### src/rtl/gp_register_bank.sv
// gp_register_bank
//
// Sixteen-entry general-purpose register bank with instruction-register field
// select/encode logic. The registers feed the first sixteen inputs of the
// datapath bus multiplexer, and the one-hot out-enable feeds the bus source
// encoder. The bank also exports the sign-extended C constant from the IR.
//
// Ports:
//   clk          rising-edge clock
//   clr          synchronous active-high reset (registers and sel_err to 0)
//   bus_in       datapath bus value written on r_in
//   ir           instruction register (Ra=ir[26:23], Rb=ir[22:19], Rc=ir[18:15])
//   gra/grb/grc  field selects, priority gra > grb > grc
//   r_in         write bus_in into the selected register
//   r_out        request out-enable strobe for the selected register
//   ba_out       base-address read request (out-enable, optional R0 zeroing)
//   r0_q..r15_q  register contents
//   reg_out_en   one-hot out-enable for the bus source encoder
//   sel_idx      decoded register index (0 when no field is selected)
//   c_sign_ext   ir[18:0] sign-extended to WIDTH bits
//   sel_err      sticky select-conflict flag, cleared only by clr
//
// Build option:
//   R0_BA_ZERO_EN  when defined, r0_q reads as zero while ba_out=1 (storage
//                  is unaffected); when undefined, r0_q always shows R0.

module gp_register_bank #(
   parameter int WIDTH = 32,
   parameter int NREGS = 16
) (
   input  logic              clk,
   input  logic              clr,
   input  logic [WIDTH-1:0]  bus_in,
   input  logic [31:0]       ir,
   input  logic              gra,
   input  logic              grb,
   input  logic              grc,
   input  logic              r_in,
   input  logic              r_out,
   input  logic              ba_out,
   output logic [WIDTH-1:0]  r0_q,
   output logic [WIDTH-1:0]  r1_q,
   output logic [WIDTH-1:0]  r2_q,
   output logic [WIDTH-1:0]  r3_q,
   output logic [WIDTH-1:0]  r4_q,
   output logic [WIDTH-1:0]  r5_q,
   output logic [WIDTH-1:0]  r6_q,
   output logic [WIDTH-1:0]  r7_q,
   output logic [WIDTH-1:0]  r8_q,
   output logic [WIDTH-1:0]  r9_q,
   output logic [WIDTH-1:0]  r10_q,
   output logic [WIDTH-1:0]  r11_q,
   output logic [WIDTH-1:0]  r12_q,
   output logic [WIDTH-1:0]  r13_q,
   output logic [WIDTH-1:0]  r14_q,
   output logic [WIDTH-1:0]  r15_q,
   output logic [15:0]       reg_out_en,
   output logic [3:0]        sel_idx,
   output logic [WIDTH-1:0]  c_sign_ext,
   output logic              sel_err
);

   logic [WIDTH-1:0] regs [NREGS];
   logic             any_sel;
   logic             multi_sel;
   logic             set_err;
   logic             unused_ir;

   // Only the register fields and the C constant are consumed here.
   assign unused_ir = ^ir[31:27];

   // Field decode: highest-priority asserted field wins, index 0 when idle.
   always_comb begin
      sel_idx = 4'd0;
      if (gra)      sel_idx = ir[26:23];
      else if (grb) sel_idx = ir[22:19];
      else if (grc) sel_idx = ir[18:15];
   end

   assign any_sel   = gra | grb | grc;
   assign multi_sel = (gra & grb) | (gra & grc) | (grb & grc);

   // A read/write strobe with no field, or with several fields, is a control
   // unit error; the access still uses the highest-priority field.
   assign set_err = (r_in | r_out) & (~any_sel | multi_sel);

   // ba_out generates the same strobe as r_out; with no field selected there
   // is no register to enable, so the strobe stays silent.
   always_comb begin
      reg_out_en = 16'h0000;
      if ((r_out | ba_out) && any_sel)
         reg_out_en = 16'(1) << sel_idx;
   end

   assign c_sign_ext = {{(WIDTH-19){ir[18]}}, ir[18:0]};

   always_ff @(posedge clk) begin
      if (clr) begin
         for (int i = 0; i < NREGS; i++)
            regs[i] <= '0;
         sel_err <= 1'b0;
      end else begin
         if (r_in && any_sel)
            regs[sel_idx] <= bus_in;
         if (set_err)
            sel_err <= 1'b1;
      end
   end

`ifdef R0_BA_ZERO_EN
   // Base-address-zero convention: R0 used as a base reads as zero.
   assign r0_q = ba_out ? '0 : regs[0];
`else
   assign r0_q = regs[0];
`endif
   assign r1_q  = regs[1];
   assign r2_q  = regs[2];
   assign r3_q  = regs[3];
   assign r4_q  = regs[4];
   assign r5_q  = regs[5];
   assign r6_q  = regs[6];
   assign r7_q  = regs[7];
   assign r8_q  = regs[8];
   assign r9_q  = regs[9];
   assign r10_q = regs[10];
   assign r11_q = regs[11];
   assign r12_q = regs[12];
   assign r13_q = regs[13];
   assign r14_q = regs[14];
   assign r15_q = regs[15];

endmodule
### config.mk
export PLATFORM = sky130hd
export DESIGN_NAME = gp_register_bank
export DESIGN_NICKNAME = d
export VERILOG_FILES = /design/src/rtl/gp_register_bank.sv
export SDC_FILE = /design/constraint.sdc
export NUM_CORES = 1
export LEC_CHECK = 0
export CAP_MARGIN = 15
export CORE_AREA = 4 4 249 251
export CTS_CLUSTER_DIAMETER = 50
export CTS_CLUSTER_SIZE = 8
export DETAILED_ROUTE_END_ITERATION = 8
export DIE_AREA = 0 0 253 255
export PLACE_DENSITY = 0.61
export REMOVE_ABC_BUFFERS = 1
export SLEW_MARGIN = 20
export SYNTH_ARGS = -nofsm -noshare
export SYNTH_HDL_FRONTEND = slang
export SYNTH_SLANG_ARGS = --single-unit
### constraint.sdc
create_clock -name clk -period 4.7 [get_ports clk]
set_input_delay 0.94 -clock clk [delete_from_list [all_inputs] [get_ports clk]]
set_output_delay 0.94 -clock clk [all_outputs]
set_load 0.05 [all_outputs]
==> results.sh, run 1 <==
export IMPL_critPathLaunch="grb"
export IMPL_use_met3=0.0708
export IMPL_mostFrequentLayoutCells="clkdlybuf4s50_1 (584), nor2_1 (530), edfxtp_1 (512)"
export IMPL_cp_top_family="buffers and inverters"
export IMPL_syn_cell_area_mm2=0.0188
export IMPL_row_count=90
export IMPL_placed_area_mm2=0.0259
export IMPL_min_from="sel_err"
export IMPL_ctsHtreeMaxLevel=3
export IMPL_synth_area_top_cells="edfxtp_1 (82%), nor2_1 (11%), nand3_1 (1.7%)"
export IMPL_critPathKind="in2out"
export IMPL_layout_area_seq_mm2=0.0154
export IMPL_clock_sinks=513
export IMPL_ys_flop_type="edfxtp_1"
export IMPL_die_h_um=255
export IMPL_crit_chain="clkdlybuf4s50_1, a21oi_1, a2bb2oi_4, or3b_4, nor2_1, buf_12"
export IMPL_drc=0
export IMPL_synth_cell_types=26
export IMPL_cp_max_fo=26
export IMPL_avgSynthCellArea_um2=14.8
export IMPL_max_slew_margin=0.319
export IMPL_yosysTopAreaCell="edfxtp_1"
export IMPL_rsz0062_at_grt="no"
export IMPL_clk_latency_ns=0.60
export IMPL_timing_fmax_mhz=245
export IMPL_hold_viol=0
export IMPL_syn_to_final_growth_pct=49.7
export IMPL_status="complete, no violations"
export IMPL_power_total_mw=12.7
export IMPL_numCtsBuffers=80
export IMPL_final_common_cell="clkdlybuf4s50_1"
export IMPL_finalSetupViolations=0
export IMPL_drv_cap=0
export IMPL_end_kind="primary output"
export IMPL_startpoint_type="primary input"
export IMPL_grt_max_degree=65
export IMPL_gp_congestion=0.821
export IMPL_clock_skew_ns=0
export IMPL_start_util=0.313
export IMPL_vias=13054
export IMPL_dp_hpwl_mm=48.6
export IMPL_fin_crit_ns=4.08
export IMPL_root_buffer="clkbuf_16"
export IMPL_drtIter0Drc=1036
export IMPL_via_per_inst=4.84
export IMPL_min_path_type="reg2reg"
export IMPL_grt_pass1_wl_mm=98.9
export IMPL_fin_nets=1962
export IMPL_worst_pin_slew_ns=1.02
export IMPL_powerDensity_mw_per_mm2=453
export IMPL_clockBufferDepth=3
export IMPL_fillers=5260
export IMPL_die_w_um=253
export IMPL_post_cts_buffers=0
export IMPL_firstDrtPassIters=5
export IMPL_dieArea_mm2=0.0645
export IMPL_cp_slowest_cell="clkdlybuf4s50_1"
export IMPL_multi_input_area_mm2=0.00292
export IMPL_reg2reg_from="sel_err"
export IMPL_syn_inst=1268
export IMPL_grt_busiest_layer="met2"
export IMPL_clk_pin_slew_ns=0.05
export IMPL_core_area_mm2=0.0599
export IMPL_slowest_delay_ns=0.68
export IMPL_ys_warn_count=0
export IMPL_grt_use_met1=0.265
export IMPL_grt_pass1_vias=13324
export IMPL_fin_area_mm2=0.0281
export IMPL_crit_arrival_ns=3.14
export IMPL_numPortBuffers=601
export IMPL_cts_repair_resized=0
export IMPL_drv_slew=0
export IMPL_routedWlPerCell_um=26.7
export IMPL_leakagePower_nw=9.34
export IMPL_wirelength_mm=72.0
export IMPL_crit_required_ns=3.76
export IMPL_async_reset_ff_frac=0
export IMPL_synth_edf_count=512
export IMPL_cts_tree="built"
export IMPL_boundaryPins=637
export IMPL_met2_usage=0.364
export IMPL_synth_top_area_share=0.820
export IMPL_ys_ff_latch=513
export IMPL_grt_ovfl_total=0
export IMPL_irDropWorstVdd_uv=303
export IMPL_ant_nets=0
export IMPL_crit_buf_inv=2
export IMPL_track_usage=0.216
export IMPL_drive_gt1_frac=0.101
export IMPL_period_share=0.868
export IMPL_grt_antenna_before_repair=3
export IMPL_synth_seq_area_share=0.821
export IMPL_hold_buffers=0
Yosys cell counts (2+ instances only):
cell / number
a21oi_1: 4
a2bb2oi_4: 3
buf_1: 9
buf_2: 17
buf_4: 33
buf_6: 11
clkbuf_1: 40
edfxtp_1: 512
nand2_1: 5
nand3_1: 65
nand3b_1: 5
nand3b_4: 2
nor2_1: 530
o21ai_0: 3
o21bai_1: 16
or3b_1: 3
layout make-up:
cell class | instances | share of cell area
Clock inverter | 16 | 0.00646
Clock buffer | 88 | 0.0727
Multi-Input combinational cell | 642 | 0.104
Timing Repair Buffer | 650 | 0.233
Inverter | 3 | 0.000401
Sequential cell | 513 | 0.548
Antenna cell | 3 | 0.000267
Tap cell | 782 | 0.0348
cells by family (layout without fill, tap and decap cells):
family / Yosys count / in the layout / share of synthesized area
other: 0 / 3 / 0
flip-flops: 513 / 513 / 0.821
buffers and inverters: 113 / 757 / 0.0347
AO/OA/AOI/OAI: 27 / 27 / 0.0129
XOR/XNOR: 1 / 1 / 0.000467
AND/OR/NAND/NOR: 614 / 614 / 0.131
metrics by stage:
step                utilization  hold WS, ns  TNS (ns)  setup WS, ns  instances
global route              0.469        0.469         0         0.508       2696
CTS                       0.469        0.455         0         0.640       2694
global placement          0.432        0.452         0         0.654       2590
floorplan                     -        0.657  -1907.71         -2.76       1158
finish                    0.469        0.452         0         0.622       2697
detailed placement        0.432        0.448         0         0.592       2590
layer usage:
metal	vias to the layer above	part of all wire	wire (um)
met5	-	0	0
li1	5618	-	-
met2	664	0.50	35900
met4	0	0.033	2340
met3	118	0.090	6490
met1	6654	0.38	27200
worst paths after layout:
| check | end | slack (ns) | cells past startpoint |
|---|---|---|---|
| max | reg_out_en[2] | 0.62 | 6 |
| min | sel_err | 0.45 | 2 |
| max reg2reg | sel_err | 4.17 | 2 |
| min reg2reg | sel_err | 0.45 | 2 |
power breakdown:
group	internal (mW)	total [mW]	leakage (nW)	switching, mW
Sequential	5.32	5.41	4.89	0.0898
Clock	3.12	5.08	1.07	1.97
Combinational	0.592	2.24	3.38	1.65
worst min-delay path, stage by stage (launching register included):
cell and delay, ns:
dfxtp_1 0.31, inv_1 0.05, a21oi_1 0.05
flip-flops by register name, summed over array words and instances (netlist names):
name / flops
sel_err: 1
regs: 512
No activity file was read; power rests on OpenSTA's default activity.
==> run 2, diff against run 1 <==
==> constraint.sdc (replaced) <==
create_clock -name clk -period 4.7 [get_ports clk]
set_input_delay 0.705 -clock clk [delete_from_list [all_inputs] [get_ports clk]]
set_output_delay 0.705 -clock clk [all_outputs]
set_load 0.05 [all_outputs]
==> results.sh, run 2 (synthesis gave the netlist of run 1 again) <==
export IMPL_die_h_um=255
export IMPL_final_common_cell="clkdlybuf4s50_1"
export IMPL_crit_arrival_ns=3.20
export IMPL_clk_latency_ns=0.59
export IMPL_root_buffer="clkbuf_16"
export IMPL_cp_max_fo=28
export IMPL_ctsHtreeMaxLevel=3
export IMPL_grt_ovfl_total=0
export IMPL_reg_largest_list="regs: 512 flops, sel_err: 1 flops"
export IMPL_grt_pass1_wl_mm=98.3
export IMPL_irDropWorstVdd_uv=291
export IMPL_gp_congestion=0.821
export IMPL_min_path_type="reg2reg"
export IMPL_vias=12998
export IMPL_drv_slew=0
export IMPL_mostFrequentLayoutCells="clkdlybuf4s50_1 (584), nor2_1 (530), edfxtp_1 (512)"
export IMPL_powerDensity_mw_per_mm2=454
export IMPL_timing_fmax_mhz=256
export IMPL_pre_cts_slack_ns=0.766
export IMPL_regMostFlops="regs"
export IMPL_reg2reg_from="sel_err"
export IMPL_firstDrtPassIters=5
export IMPL_cts_tree="built"
export IMPL_numCtsBuffers=80
export IMPL_use_met3=0.0665
export IMPL_hold_buffers=0
export IMPL_hold_viol=0
export IMPL_row_count=90
export IMPL_met2_usage=0.362
export IMPL_clockBufferDepth=3
export IMPL_syn_to_final_growth_pct=49.7
export IMPL_fin_setup_tns_ns=0
export IMPL_status="complete, no violations"
export IMPL_period_share=0.830
export IMPL_wirelength_mm=71.7
export IMPL_fin_crit_ns=3.90
export IMPL_power_total_mw=12.7
export IMPL_crit_required_ns=3.99
export IMPL_dp_hpwl_mm=48.7
export IMPL_finalWorstSetupSlack_ns=0.799
export IMPL_clock_skew_ns=0
export IMPL_postLayoutCoreUtil=0.469
export IMPL_via_per_inst=4.83
export IMPL_startpoint_type="primary input"
export IMPL_finalSetupViolations=0
export IMPL_reg2regPathDepth=2
export IMPL_die_w_um=253
export IMPL_clk_pin_slew_ns=0.05
export IMPL_reg2reg_to="sel_err"
export IMPL_holdWs_ns=0.477
export IMPL_boundaryPins=637
export IMPL_post_cts_buffers=0
export IMPL_drc=0
export IMPL_track_usage=0.214
export IMPL_critPathKind="in2out"
export IMPL_clock_sinks=513
export IMPL_grt_max_degree=65
export IMPL_ant_nets=0
export IMPL_core_area_mm2=0.0599
export IMPL_largest_reg_flops=512
export IMPL_cp_endpoint="reg_out_en[11]"
export IMPL_grt_busiest_layer="met2"
export IMPL_critPathLaunch="grc"
export IMPL_grt_use_met1=0.264
export IMPL_leakagePower_nw=9.33
export IMPL_cts_repair_resized=0
export IMPL_drv_cap=0
export IMPL_worst_pin_slew_ns=0.898
export IMPL_routedWlPerCell_um=26.6
export IMPL_rsz0062_at_grt="no"
export IMPL_end_kind="primary output"
export IMPL_grt_pass1_vias=13078
export IMPL_dieArea_mm2=0.0645
export IMPL_start_util=0.313
export IMPL_fillers=5287
export IMPL_max_slew_margin=0.400
export IMPL_numPortBuffers=601
export IMPL_fin_nets=1956
export IMPL_ff2ff_setup_slack_ns=4.12
export IMPL_grt_antenna_before_repair=1
export IMPL_drtIter0Drc=1213
export IMPL_drive_gt1_frac=0.0975
run 2: cell types whose count changed in the layout (fill, tap and decap cells not counted), sizes merged:
cell / previous run / this run
inv: 8 / 5
clkbuf: 88 / 91
clkinvlp: 5 / 3
buf: 66 / 60
diode: 3 / 2
clkinv: 5 / 9
run 2: where the power goes:
group | internal [mW] | total (mW) | switching (mW)
clock | 3.14 | 5.08 | 1.95
combinational | 0.590 | 2.24 | 1.65
sequential | 5.32 | 5.41 | 0.0908
total | 9.05 | 12.7 | 3.69
run 2: cell type report:
class / instances / area [um2] / area share
flip-flops and latches: 513 / 15400 / 0.548
inverters: 3 / 11.3 / 0.000401
clock inverters: 15 / 178 / 0.00633
repair buffers: 644 / 6520 / 0.232
multi-input cells: 642 / 2920 / 0.104
diodes: 2 / 5.00 / 0.000178
clock buffers: 91 / 2060 / 0.0735
well taps: 782 / 978 / 0.0348
run 2: per-layer routing:
metal | wire length [um] | up-vias | part of all wire
li1 | - | 5619 | -
met1 | 27000 | 6530 | 0.38
met2 | 35800 | 716 | 0.50
met3 | 6780 | 133 | 0.095
met4 | 2180 | 0 | 0.030
met5 | 0 | - | 0
run 2: worst min-delay path by stage:
stage / start / endpoint / slack [ns] / cells past startpoint
CTS: sel_err / sel_err / 0.47 / 2
floorplan: sel_err / sel_err / 0.66 / 2
finish: sel_err / sel_err / 0.48 / 2
global placement: sel_err / sel_err / 0.46 / 2
global route: sel_err / sel_err / 0.50 / 2
detailed placement: sel_err / sel_err / 0.46 / 2
run 2: through the flow:
step                      area, um2  std cells
after floorplan               18100       1158
after global placement        25800       2584
after detailed placement      25800       2584
after CTS                     28100       2690
after global routing          28100       2691
final                         28100       2692
run 2: worst max-delay path: stages:
cell and delay, ns:
clkdlybuf4s50_1 0.73, nand3b_1 0.20, a2bb2oi_4 0.33, nand3b_1 0.47, buf_4 0.46, nor2_1 0.08, buf_4 0.20
